**src/rtl/wb_slave_regs.sv**
```systemverilog
// Wishbone register slave: control, interrupt and scratch registers
// with a single-cycle registered ack/err response.
module wb_slave_regs #(
  parameter int          INT_W    = 8,
  parameter logic [31:0] CTRL_RST = 32'h0000_A000
) (
  input  logic             wb_clk_i,
  input  logic             wb_rst_i,
  input  logic [11:2]      wb_adr_i,
  input  logic [31:0]      wb_dat_i,
  input  logic [3:0]       wb_sel_i,
  input  logic             wb_we_i,
  input  logic             wb_stb_i,
  input  logic             wb_cyc_i,
  output logic [31:0]      wb_dat_o,
  output logic             wb_ack_o,
  output logic             wb_err_o,
  output logic             int_o,
  input  logic [INT_W-1:0] irq_evt_i,
  output logic [31:0]      ctrl_o
);

  typedef enum logic {
    IDLE,
    RESP
  } state_t;

  state_t state, state_nx;

  logic [31:0]      ctrl;
  logic [31:0]      scratch;
  logic [31:0]      xfer_cnt;
  logic [INT_W-1:0] int_src;
  logic [INT_W-1:0] int_mask;
  logic             ack_q;
  logic             err_q;
  logic [31:0]      dat_q;
  logic             int_q;

  logic        req;
  logic        bad;
  logic        wr;
  logic [31:0] bm;
  logic [31:0] rd;
  logic [INT_W-1:0] clr;

  assign req = wb_cyc_i & wb_stb_i & (state == IDLE);
  assign bad = (wb_adr_i > 10'd4) |
               (wb_we_i & (wb_adr_i == 10'd4));
  assign wr  = req & ~bad & wb_we_i;

  assign bm = {{8{wb_sel_i[3]}}, {8{wb_sel_i[2]}},
               {8{wb_sel_i[1]}}, {8{wb_sel_i[0]}}};

  assign clr = (wr && wb_adr_i == 10'd1) ?
               (wb_dat_i[INT_W-1:0] & bm[INT_W-1:0]) :
               '0;

  always_comb begin
    state_nx = state;
    unique case (state)
      IDLE: if (req) state_nx = RESP;
      RESP: state_nx = IDLE;
    endcase
  end

  always_comb begin
    rd = '0;
    case (wb_adr_i)
      10'd0:   rd = ctrl;
      10'd1:   rd = 32'(int_src);
      10'd2:   rd = 32'(int_mask);
      10'd3:   rd = scratch;
      10'd4:   rd = xfer_cnt;
      default: rd = '0;
    endcase
  end

  always_ff @(posedge wb_clk_i) begin
    if (wb_rst_i) begin
      state    <= IDLE;
      ctrl     <= CTRL_RST;
      scratch  <= '0;
      xfer_cnt <= '0;
      int_src  <= '0;
      int_mask <= '0;
      ack_q    <= 1'b0;
      err_q    <= 1'b0;
      dat_q    <= '0;
      int_q    <= 1'b0;
    end else begin
      state <= state_nx;
      ack_q <= req & ~bad;
      err_q <= req & bad;
      dat_q <= (req & ~bad & ~wb_we_i) ? rd : '0;
      int_q <= |(int_src & int_mask);
      // Event set wins over a coincident W1C clear
      int_src <= (int_src & ~clr) | irq_evt_i;
      if (wr && wb_adr_i == 10'd0)
        ctrl <= (ctrl & ~bm) | (wb_dat_i & bm);
      if (wr && wb_adr_i == 10'd2)
        int_mask <= (int_mask & ~bm[INT_W-1:0]) |
                    (wb_dat_i[INT_W-1:0] & bm[INT_W-1:0]);
      if (wr && wb_adr_i == 10'd3)
        scratch <= (scratch & ~bm) | (wb_dat_i & bm);
      if (wb_ack_o)
        xfer_cnt <= xfer_cnt + 32'd1;
    end
  end

  // Reset during RESP suppresses the pending termination
  assign wb_ack_o = ack_q & ~wb_rst_i;
  assign wb_err_o = err_q & ~wb_rst_i;
  assign wb_dat_o = wb_rst_i ? '0 : dat_q;
  assign int_o    = int_q;
  assign ctrl_o   = ctrl;

endmodule

```
**config.mk**
```make
export PLATFORM = sky130hd
export DESIGN_NAME = wb_slave_regs
export DESIGN_NICKNAME = d
export VERILOG_FILES = /design/src/rtl/wb_slave_regs.sv
export SDC_FILE = /design/constraint.sdc
export NUM_CORES = 1
export LEC_CHECK = 0
export ABC_AREA = 0
export CAP_MARGIN = 20
export CORE_MARGIN = 5
export CORE_UTILIZATION = 50
export CTS_BUF_LIST = sky130_fd_sc_hd__clkbuf_4 sky130_fd_sc_hd__clkbuf_8
export DETAILED_ROUTE_END_ITERATION = 8
export PLACE_DENSITY_LB_ADDON = 0.3
export SLEW_MARGIN = 20
export SYNTH_ARGS = -nofsm -noshare
export SYNTH_HDL_FRONTEND = slang
export SYNTH_SLANG_ARGS = --single-unit
```
**constraint.sdc**
```tcl
create_clock -name wb_clk_i -period 5.56 [get_ports wb_clk_i]
set_input_delay 0.834 -clock wb_clk_i [delete_from_list [all_inputs] [get_ports wb_clk_i]]
set_output_delay 0.834 -clock wb_clk_i [all_outputs]
set_load 0.02 [all_outputs]
```
# Yosys cells after proc, flatten, opt, wreduce, memory -nomap -nowiden
# Index checks and enable logic that the tools add are counted.
[classes]
bitwise = 29
n_eq_ne = 4
n_lt_le_gt_ge = 1
reduce_logical = 7
n_mux = 5
n_addsub = 1
[ops]
columns = ["operator", "n"]
rows = [
  ["32-bit one-hot mux with 5 select lines", 1],
  ["32-bit bitwise AND", 3],
  ["32-bit OR", 2],
  ["32-bit by 1-bit adder with 32-bit output, second input constant", 1],
  ["8-bit bitwise AND", 4],
  ["32-bit 2-to-1 mux", 1],
  ["32-bit NOT", 1],
  ["10-bit by 2-bit equality test with 1-bit output, second input constant", 2],
  ["8-bit NOT", 2],
  ["8-bit OR", 2],
  ["10-bit by 1-bit equality test with 1-bit output, second input constant", 1],
  ["10-bit by 3-bit equality test with 1-bit output, second input constant", 1],
  ["10-bit by 3-bit > comparator with 1-bit output, second input constant", 1],
  ["10-bit zero test", 1],
  ["1-bit bitwise AND", 9],
  ["8-bit 2-to-1 mux", 1],
  ["8-bit OR reduction", 1],
  ["1-bit NOT", 5],
  ["1-bit logical AND", 4],
  ["1-bit one-hot mux with 2 select lines", 1],
  ["2-bit OR reduction", 1],
  ["1-bit 2-to-1 mux", 1],
  ["1-bit OR", 1],
]
[word_totals]
elab_cells = 57
register_bits = 148

# Depth between registers and ports, before layout
# Gate-level depths: netlist of the first run.
[logic_depth]
depth_word = 11
ltp_mapped = 6
depth_no_buf = 4

# Worst setup path after synthesis of the first run
# No wires, ideal clock.
[synth_timing]
kind = "input to register"
start = "input port wb_adr_i[10] (netlist name)"
end = "register with a tool-made name"
required_ns = 5.432
setup_slack_ns = 3.087
t_arrival_ns = 2.346
stages = 5
setup_ns = 0.128
cell_sequence = "or4_4 -> buf_6 -> nor4_4 -> mux2i_1 -> nor2_1"
[synth_lines]
columns = ["element", "line", "rtl"]
rows = [
  ["start: declaration", "9", "input logic [11:2] wb_adr_i,"],
]

# Final worst setup path of the first run
[layout_timing]
start = "input port wb_rst_i"
end = "output port wb_err_o"
[layout_between]
elab_chain_cells = 2
[layout_lines]
columns = ["element", "line", "rtl"]
rows = [
  ["start: declaration", "8", "input logic wb_rst_i,"],
  ["1-bit NOT", "113", "assign wb_err_o = err_q & ~wb_rst_i;"],
  ["1-bit bitwise AND", "113", ""],
  ["end: declaration", "17", "output logic wb_err_o,"],
]
# No other way between the ends.

==> results of run 1 <==
power by group through the flow:
stage	sequential, µW	combinational (µW)	clock [µW]
final	1070	110	962
after global routing	1070	118	1020
after CTS	1070	109	970
after detailed placement	1090	108	0
after global placement	1090	106	0
after floorplan	1090	50.2	0
how the worst max path moves through the flow:
stage,from,end,slack [ps],depth (start not counted)
detailed placement,wb_rst_i,wb_dat_o[10],2030,4
finish,wb_rst_i,wb_err_o,1990,4
CTS,wb_rst_i,wb_err_o,2030,4
global placement,wb_adr_i[3],dat_q[5],1920,5
floorplan,wb_adr_i[10],flip-flop,3090,5
global route,wb_rst_i,wb_err_o,1890,4
per-stage QoR:
stage               instances  hold slack [ps]  power [µW]  setup slack [ps]
floorplan                 670              429        1140              3090
global placement          925              436        1200              1920
detailed placement        926              451        1200              2030
CTS                       958              462        2150              2030
global route              958              489        2200              1890
finish                    958              464        2140              1990
final cells by class:
class	count	area, µm²	share of cell area [%]
inverter	12	45.0	0.540
sequential	148	2960	35.5
tap	172	215	2.58
clock buffer	20	256	3.07
clock inverter	12	203	2.43
multi-input combinational	465	3380	40.5
timing repair buffer	129	1280	15.4
worst min-delay path, stage by stage (launching register included):
cell     delay (ps)
dfxtp_1         320
nand2_1          50
a21oi_1          50
cell families after synthesis:
kind of cell / count (synthesis) / share of synthesized area [%]
AOI/OAI and AO/OA: 84 / 9.19
xor gates and xnor gates: 12 / 1.60
adders and majority gates: 1 / 0.191
buffers and inverters: 57 / 3.45
DFF: 148 / 45.1
muxes: 106 / 18.1
and+or+nand+nor: 262 / 22.3
metal layers:
layer  vias to the layer above  track usage (%)  share of wire [%]  wire [µm]
met1                      2689             26.6                 42       7240
li1                       2629                -                  -          -
met2                       225             38.3                 50       8660
met4                         0             8.77                1.7        300
met5                         -                0                  0          0
met3                        30             5.36                6.3       1080
cell usage after synthesis, drive strengths merged, types with 7 or more instances:
cell / n
a21oi: 19
a22oi: 27
a311oi: 8
a32oi: 8
buf: 7
clkbuf: 38
dfxtp: 148
inv: 12
mux2: 24
mux2i: 74
mux4: 8
nand2: 11
nand3: 8
nand4: 21
nor2: 123
nor2b: 34
nor4: 9
o31ai: 10
or4: 11
xnor2: 7
==> key figures, run 1 <==
Synth
  • Asr flop ratio synth: 0%
  • Ys Warns: 0
  • Most used flip-flop cell after synthesis: dfxtp_1
  • Seq/Total Area, Yosys: 45.1%
  • Cell taking the most area after synthesis: dfxtp_1
  • Syn_nets: 730
  • Synth Area per Inst: 9.80 µm²
  • Post-Synthesis Cells: 670
  • Synth cell types: 50
  • Post-synth top area share: 45.1%
  • Syn Std Cell Area: 6570 µm²
  • Register bit total from synthesis: 148
  • Post-synth EDFFs: 0
  • Top cells by area, synth: dfxtp_1 (45%), mux2i_1 (11%), nor2_1 (7.0%)

Clock tree
  • Setup Fix Bufs, Post-CTS: 0
  • CTS tree: built
  • CTS Sinks: 148
  • Post-CTS Resized: 0
  • Clock Path Buffers: 2
  • Cts hold-fix bufs: 0
  • Latest clock arrival within the worst-skew pair: 450 ps
  • CTS Buf Count: 17
  • Clock transition at the registers of the reported paths: 80 ps
  • Clk root buf: clkbuf_8
  • H-tree depth: 4

Routing
  • Vias/cell: 5.82
  • Drc violations: 0
  • Drt pass-1 iters: 7
  • Via count: 5,573
  • Routed Antenna Nets: 0
  • Drt first-iter violations: 434
  • Final WL: 17,300 µm
  • Routed len/inst: around 18 µm

Setup path
  • CP peak stage delay: 750 ps
  • Worst path buffer plus inverter count: 3
  • Worst R2R Start: ack_q
  • CP max-delay cell: buf_4
  • CP most frequent cell: buf_4
  • Crit-path cells: buf_4 -> buf_4 -> nor2b_1 -> clkdlybuf4s50_1
  • Reg-to-reg slack, setup: 3360 ps
  • Worst r2r dst: xfer_cnt[21]
  • Worst Setup End Kind: output port
  • Startpoint Class: primary input
  • Crit-path leading delay family: buffers and inverters
  • Length in cells of the worst reg-to-reg path: 4
  • WS Path Type: in2out
  • Required time worst endpoint: 4730 ps
  • Crit path DAT: 2730 ps
  • CP Max Fanout: 99

Pwr
  • Switch Pwr: ~470 µW
  • Leakage: about 0.0031 µW
  • Internal power: ~1700 µW
  • Power density over the cells: 256 nW/µm²
  • Reg power frac: 49.9%
  • Worst vdd ir: 0.000208 V
  • Gate power share: 5.1%
  • Switching share of power: approximately 22%
  • Clock group share of total power: 45.0%

Timing
  • Least-Margin Pin Slew: 1040 ps
  • Max Clock Skew: 14.0 ps
  • Number of hold violations in the final report: 0
  • Final worst path period share: 64.2%
  • Slew margin rel.: 30.8%
  • Setup TNS: 0 ps
  • RSZ-0062 raised after global routing: no
  • Final min period: 3570 ps
  • Max-slew violation count: 0
  • Max Freq: 280 MHz
  • Setup-failing EPs final: 0

Floorplan
  • Die H: 125 µm
  • Die footprint: between 15,000 and 20,000 µm²
  • Rows: 41
  • Io pins: 126
  • DIE WIDTH: 125 µm
  • Initial core utilization: around half
  • Core footprint: around 13,000 µm²

Final layout
  • Leading cell type in the layout, fill and taps excluded: dfxtp_1
  • Antenna cell count: 0
  • Share of layout cells above drive strength 1: 10.6%
  • Layout Nets: 833
  • Fillers: 1,007
  • Most frequent cells in the layout: dfxtp_1 (148), nor2_1 (123), clkdlybuf4s50_1 (123)
  • Final core utilization: around 66%
  • Finished Cell Area: 8350 µm²
  • Area Overhead vs Synth: 27.1%

Global routing
  • Global Route Usage Sum: between 20% and 30%
  • Largest net degree at the start of global routing: 100
  • Grt total ovfl: 0
  • Vias in the first global route: around 5,700
  • Initial antenna violation count: 0
  • First-pass GRT wire length: 28,500 µm

Placement
  • Placed inst area: 7890 µm²
  • Hpwl dp: 12,100 µm
  • Placer Congestion: 0.772
  • Port Buf Inserts: 125

Job
  • Max_cap viols: 0

Min path
  • Hold Path End: dat_q[30]
  • Cell depth of the worst hold path: 2
  • Worst min path class: reg2reg

Status
  • Outcome: finished, final reports clean
Note: power is estimated with default switching activity, not from simulation.
==> inputs of run 2 (changes only) <==
==> constraint.sdc (replaced) <==
create_clock -name wb_clk_i -period 3.6 [get_ports wb_clk_i]
set_input_delay 0.54 -clock wb_clk_i [delete_from_list [all_inputs] [get_ports wb_clk_i]]
set_output_delay 0.54 -clock wb_clk_i [all_outputs]
set_load 0.02 [all_outputs]
==> run 2 against run 1 <==
Sequential power increased by 54%. Die area unchanged. Worst hold slack improved by 15 ps. Power increased by 48%. Largest cell class unchanged.
==> key figures, run 2 (synthesis results as in run 1) <==
Routing
  • Vias/cell: slightly below 6
  • Drc violations: 0
  • Final WL: ~17,000 µm
  • Drt pass-1 iters: 5
  • Drt first-iter violations: 324
  • Via count: 5,642
  • Routed len/inst: about 18 µm
  • Routed Antenna Nets: 0

Final layout
  • Area Overhead vs Synth: 27.7%
  • Antenna cell count: 0
  • Final core utilization: around two thirds
  • Most frequent cells in the layout: dfxtp_1 (148), nor2_1 (123), clkdlybuf4s50_1 (123)
  • Layout Nets: 843
  • Share of layout cells above drive strength 1: between 10% and 20%
  • Leading cell type in the layout, fill and taps excluded: dfxtp_1

Placement
  • Port Buf Inserts: 125
  • Placer Congestion: about 0.8
  • Hpwl dp: roughly 12,000 µm

Setup path
  • CP most frequent cell: buf_4
  • WS Path Type: in2out
  • Crit path DAT: 2070 ps
  • CP max-delay cell: clkdlybuf4s50_1
  • CP Max Fanout: 52
  • CP peak stage delay: 550 ps
  • Crit-path leading delay family: buffers and inverters
  • Worst path buffer plus inverter count: 3
  • Worst Setup End Kind: output port
  • Crit-path cells: buf_4 -> buf_4 -> nor2b_1 -> clkdlybuf4s50_1
  • Required time worst endpoint: 3060 ps
  • Startpoint Class: primary input

Pwr
  • Leakage: 0.00313 µW
  • Worst vdd ir: between 0.0003 and 0.0004 V
  • Power density over the cells: around 380 nW/µm²

Floorplan
  • Core footprint: ~13,000 µm²
  • Io pins: 126
  • DIE WIDTH: 125 µm
  • Initial core utilization: about half
  • Die H: ~120 µm
  • Die footprint: 15,500 µm²
  • Rows: 41

Status
  • Outcome: finished, final reports clean

Global routing
  • Global Route Usage Sum: roughly 22%
  • Grt total ovfl: 0
  • Largest net degree at the start of global routing: 71
  • Vias in the first global route: 5,645
  • Initial antenna violation count: 0
  • First-pass GRT wire length: 28,300 µm

Clock tree
  • H-tree depth: 4
  • Post-CTS Resized: 0
  • Clock transition at the registers of the reported paths: 80 ps
  • Latest clock arrival within the worst-skew pair: between 400 and 500 ps
  • CTS Sinks: 148
  • CTS Buf Count: 17
  • Cts hold-fix bufs: 0
  • Clock Path Buffers: 2
  • Setup Fix Bufs, Post-CTS: 0
  • Clk root buf: clkbuf_8
  • CTS tree: built

Min path
  • Worst min path class: reg2reg

Timing
  • Final worst path period share: 72.5%
  • Max Freq: 383 MHz
  • Slew margin rel.: 31.1%
  • Max Clock Skew: roughly 11 ps
  • Least-Margin Pin Slew: 1030 ps
  • Setup TNS: 0 ps
  • Max-slew violation count: 0
  • Final min period: 2610 ps
  • RSZ-0062 raised after global routing: no
  • Setup-failing EPs final: 0
  • Number of hold violations in the final report: 0
  • WHS: 479 ps

Job
  • Max_cap viols: 0
## run 2: changes by cell type in the layout (fill, tap and decap cells not counted), sizes merged
cell | before | now
buf | 6 | 16
clkbuf | 20 | 25
bufinv | 5 | 2
clkinv | 4 | 2
clkinvlp | 1 | 2
inv | 14 | 13
## run 2: worst register-to-register path: stages, from the launching register on
cell	delay [ps]
dfxtp_1	330
nand4b_1	510
nor4_4	890
mux2i_1	280
nor2_1	60
## run 2: per-stage QoR
stage	power (µW)	area, µm²	setup slack (ps)	std cells
global route	3260	8390	892	968
CTS	3180	8390	992	968
floorplan	1760	6570	1420	670
detailed placement	1860	7970	675	936
finish	3170	8390	991	968
global placement	1850	7970	791	936
## run 2: layer usage
| layer | part of all wire [%] | vias up | global-route usage [%] |
|---|---|---|---|
| li1 | - | 2661 | - |
| met1 | 42 | 2748 | 27.0 |
| met2 | 51 | 211 | 37.7 |
| met3 | 6.3 | 22 | 4.67 |
| met4 | 1.2 | 0 | 9.48 |
| met5 | 0 | - | 0 |
## run 2: worst paths after layout
path,from,end,slack (ps),cells after the start
max,wb_rst_i,wb_dat_o[6],990,4
min,flip-flop,dat_q[30],480,2
max reg2reg,state,flip-flop,1420,4
min reg2reg,flip-flop,dat_q[30],480,2
## run 2: cell type report
class,instances,area [µm²]
fillers,1029,4340
multi-input cells,465,3380
flip-flops and latches,148,2960
repair buffers,139,1360
clock buffers,25,325
well taps,172,215
clock inverters,7,93.8
inverters,12,45.0
## run 2: power breakdown
part | internal [µW] | total (µW) | switching, µW
logic | 87.2 | 173 | 85.9
clock network | 732 | 1340 | 613
registers | 1640 | 1650 | 5.33
total | 2460 | 3170 | 704
==> inputs of run 3 (changes only) <==
--- a/config.mk
+++ b/config.mk
@@ -8,7 +8,7 @@
 export ABC_AREA = 0
 export CAP_MARGIN = 20
 export CORE_MARGIN = 5
-export CORE_UTILIZATION = 50
+export CORE_UTILIZATION = 49
 export CTS_BUF_LIST = sky130_fd_sc_hd__clkbuf_4 sky130_fd_sc_hd__clkbuf_8
 export DETAILED_ROUTE_END_ITERATION = 8
 export PLACE_DENSITY_LB_ADDON = 0.3
==> constraint.sdc (replaced) <==
create_clock -name wb_clk_i -period 2.2 [get_ports wb_clk_i]
set_input_delay 0.33 -clock wb_clk_i [delete_from_list [all_inputs] [get_ports wb_clk_i]]
set_output_delay 0.33 -clock wb_clk_i [all_outputs]
set_load 0.02 [all_outputs]
==> run 3 against run 2 <==
Routed wire length is 0.17% higher. Combinational power grew 79%. Cell count up 3.3%. Setup slack lost 920 ps. Design area grew 3.5%. Global-route usage down 0.49 points. Critical path depth fell by 2. First-iteration DRC count grew 15%. Count of clock-buffer cells in the layout down 8. Critical endpoint is now wb_ack_o. Largest power group unchanged.
==> key figures, run 3 (synthesis results as in run 1) <==
Status
  • Outcome: finished, final reports clean

Timing
  • Final min period: 2130 ps
  • Max Clock Skew: 12.7 ps
  • Setup TNS: 0 ps
  • Number of hold violations in the final report: 0
  • Max-slew violation count: 0
  • Least-Margin Pin Slew: 707 ps
  • Max Freq: 470 MHz
  • RSZ-0062 raised after global routing: no
  • Final worst path period share: a little over nine tenths
  • Setup-failing EPs final: 0
  • Slew margin rel.: 52.9%

Clock tree
  • Clock transition at the registers of the reported paths: 90 ps
  • H-tree depth: 4
  • Post-CTS Resized: 0
  • Clock Path Buffers: 2
  • CTS Buf Count: 17
  • Setup Fix Bufs, Post-CTS: 0
  • Clk root buf: clkbuf_8
  • Cts hold-fix bufs: 0
  • CTS tree: built
  • CTS Sinks: 148
  • Latest clock arrival within the worst-skew pair: about 460 ps

Placement
  • Hpwl dp: 12,600 µm
  • Port Buf Inserts: 125
  • Placer Congestion: about 0.85
  • Placed Cells: 968
  • Placed inst area: 8290 µm²

Setup path
  • CP max-delay cell: clkdlybuf4s50_1
  • Crit-path cells: nor2b_1 -> clkdlybuf4s50_1
  • Length in cells of the worst reg-to-reg path: 4
  • Crit-path leading delay family: buffers and inverters
  • Crit path DAT: 1800 ps
  • Startpoint Class: flip-flop
  • Worst r2r dst: xfer_cnt[25]
  • Reg-to-reg slack, setup: 120 ps
  • CP Max Fanout: 6
  • CP peak stage delay: 640 ps
  • Worst R2R Start: xfer_cnt[6]
  • Required time worst endpoint: 1870 ps
  • Levels on crit path: 2
  • Worst Setup End Kind: output port
  • Worst path buffer plus inverter count: 1
  • WS Path Type: reg2out

Pwr
  • Worst vdd ir: 0.000681 V
  • Power density over the cells: 586 nW/µm²
  • Leakage: 0.00328 µW
  • Overall power: about 5100 µW

Min path
  • Min-delay src: wb_rst_i
  • Worst min path class: in2reg
  • Cell depth of the worst hold path: 2
  • Hold Path End: xfer_cnt[1]

Global routing
  • Vias in the first global route: 5,810
  • Global Route Usage Sum: 21.6%
  • Initial antenna violation count: 0
  • First-pass GRT wire length: between 20,000 and 30,000 µm
  • Largest net degree at the start of global routing: 58
  • Grt total ovfl: 0

Final layout
  • Layout Nets: around 870
  • Area Overhead vs Synth: 32.2%
  • Final core utilization: 65.8%
  • Finished Cell Area: ~8700 µm²
  • Antenna cell count: 0
  • Share of layout cells above drive strength 1: around 15%
  • Most frequent cells in the layout: dfxtp_1 (148), nor2_1 (123), clkdlybuf4s50_1 (123)
  • Non-Filler Instances: 1,000
  • Leading cell type in the layout, fill and taps excluded: dfxtp_1

Routing
  • Vias/cell: 5.71
  • Drt first-iter violations: 371
  • Routed len/inst: 17.4 µm
  • Drc violations: 0
  • Drt pass-1 iters: 5
  • Via count: 5,708
  • Routed Antenna Nets: 0
  • Final WL: between 15,000 and 20,000 µm

Floorplan
  • Io pins: 126
  • DIE WIDTH: roughly 130 µm
  • Rows: 42
  • Die footprint: roughly 16,000 µm²
  • Die H: 126 µm
  • Core footprint: 13,200 µm²
  • Initial core utilization: 49.8%

Job
  • Max_cap viols: 0
[run 3: cell count changes in the layout (fill, tap and decap cells not counted), sizes merged]
| cell | change |
|---|---|
| buf | +28 |
| inv | +3 |
| clkinv | +5 |
| clkbuf | -8 |
[run 3: layer usage]
metal | vias to the layer above | wire length, µm | track usage, %
li1 | 2708 | - | -
met5 | - | 0 | 0
met3 | 33 | 970 | 4.53
met4 | 0 | 431 | 9.34
met1 | 2745 | 7200 | 25.6
met2 | 222 | 8750 | 37.9
[run 3: how the worst max path moves through the flow]
stage / from / to
after floorplan: wb_adr_i[10] / flip-flop
after global placement: wb_adr_i[10] / dat_q[25]
after detailed placement: wb_adr_i[10] / dat_q[25]
after CTS: ack_q / wb_ack_o
after global routing: xfer_cnt[6] / xfer_cnt[25]
final: ack_q / wb_ack_o
[run 3: area by class of cell]
cell class                 instances  area (µm²)
clock buffer                      17         234
clock inverter                    15         153
fill                            1048        4510
inverter                          12        45.0
multi-input combinational        465        3380
sequential                       148        2960
tap                              176         220
timing repair buffer             167        1680
[run 3: worst register-to-register path, stage by stage (launching register included)]
cell     delay, ps
dfxtp_1        460
nand4_1        200
or3_1          620
or4_1          570
a21oi_1        160
[run 3: power by group]
| part | switching [µW] | internal [µW] | total [µW] |
|---|---|---|---|
| registers | 9.33 | 2690 | 2700 |
| logic | 145 | 163 | 309 |
| clock network | 1070 | 1010 | 2080 |
[run 3: stage by stage]
step / hold slack [ps] / setup slack [ps]
2_1_floorplan: 429 / 231
3_3_place_gp: 439 / -133
3_5_place_dp: 459 / -170
4_1_cts: 167 / 47.3
5_1_grt: 183 / 6.45
6_report: 195 / 71.1
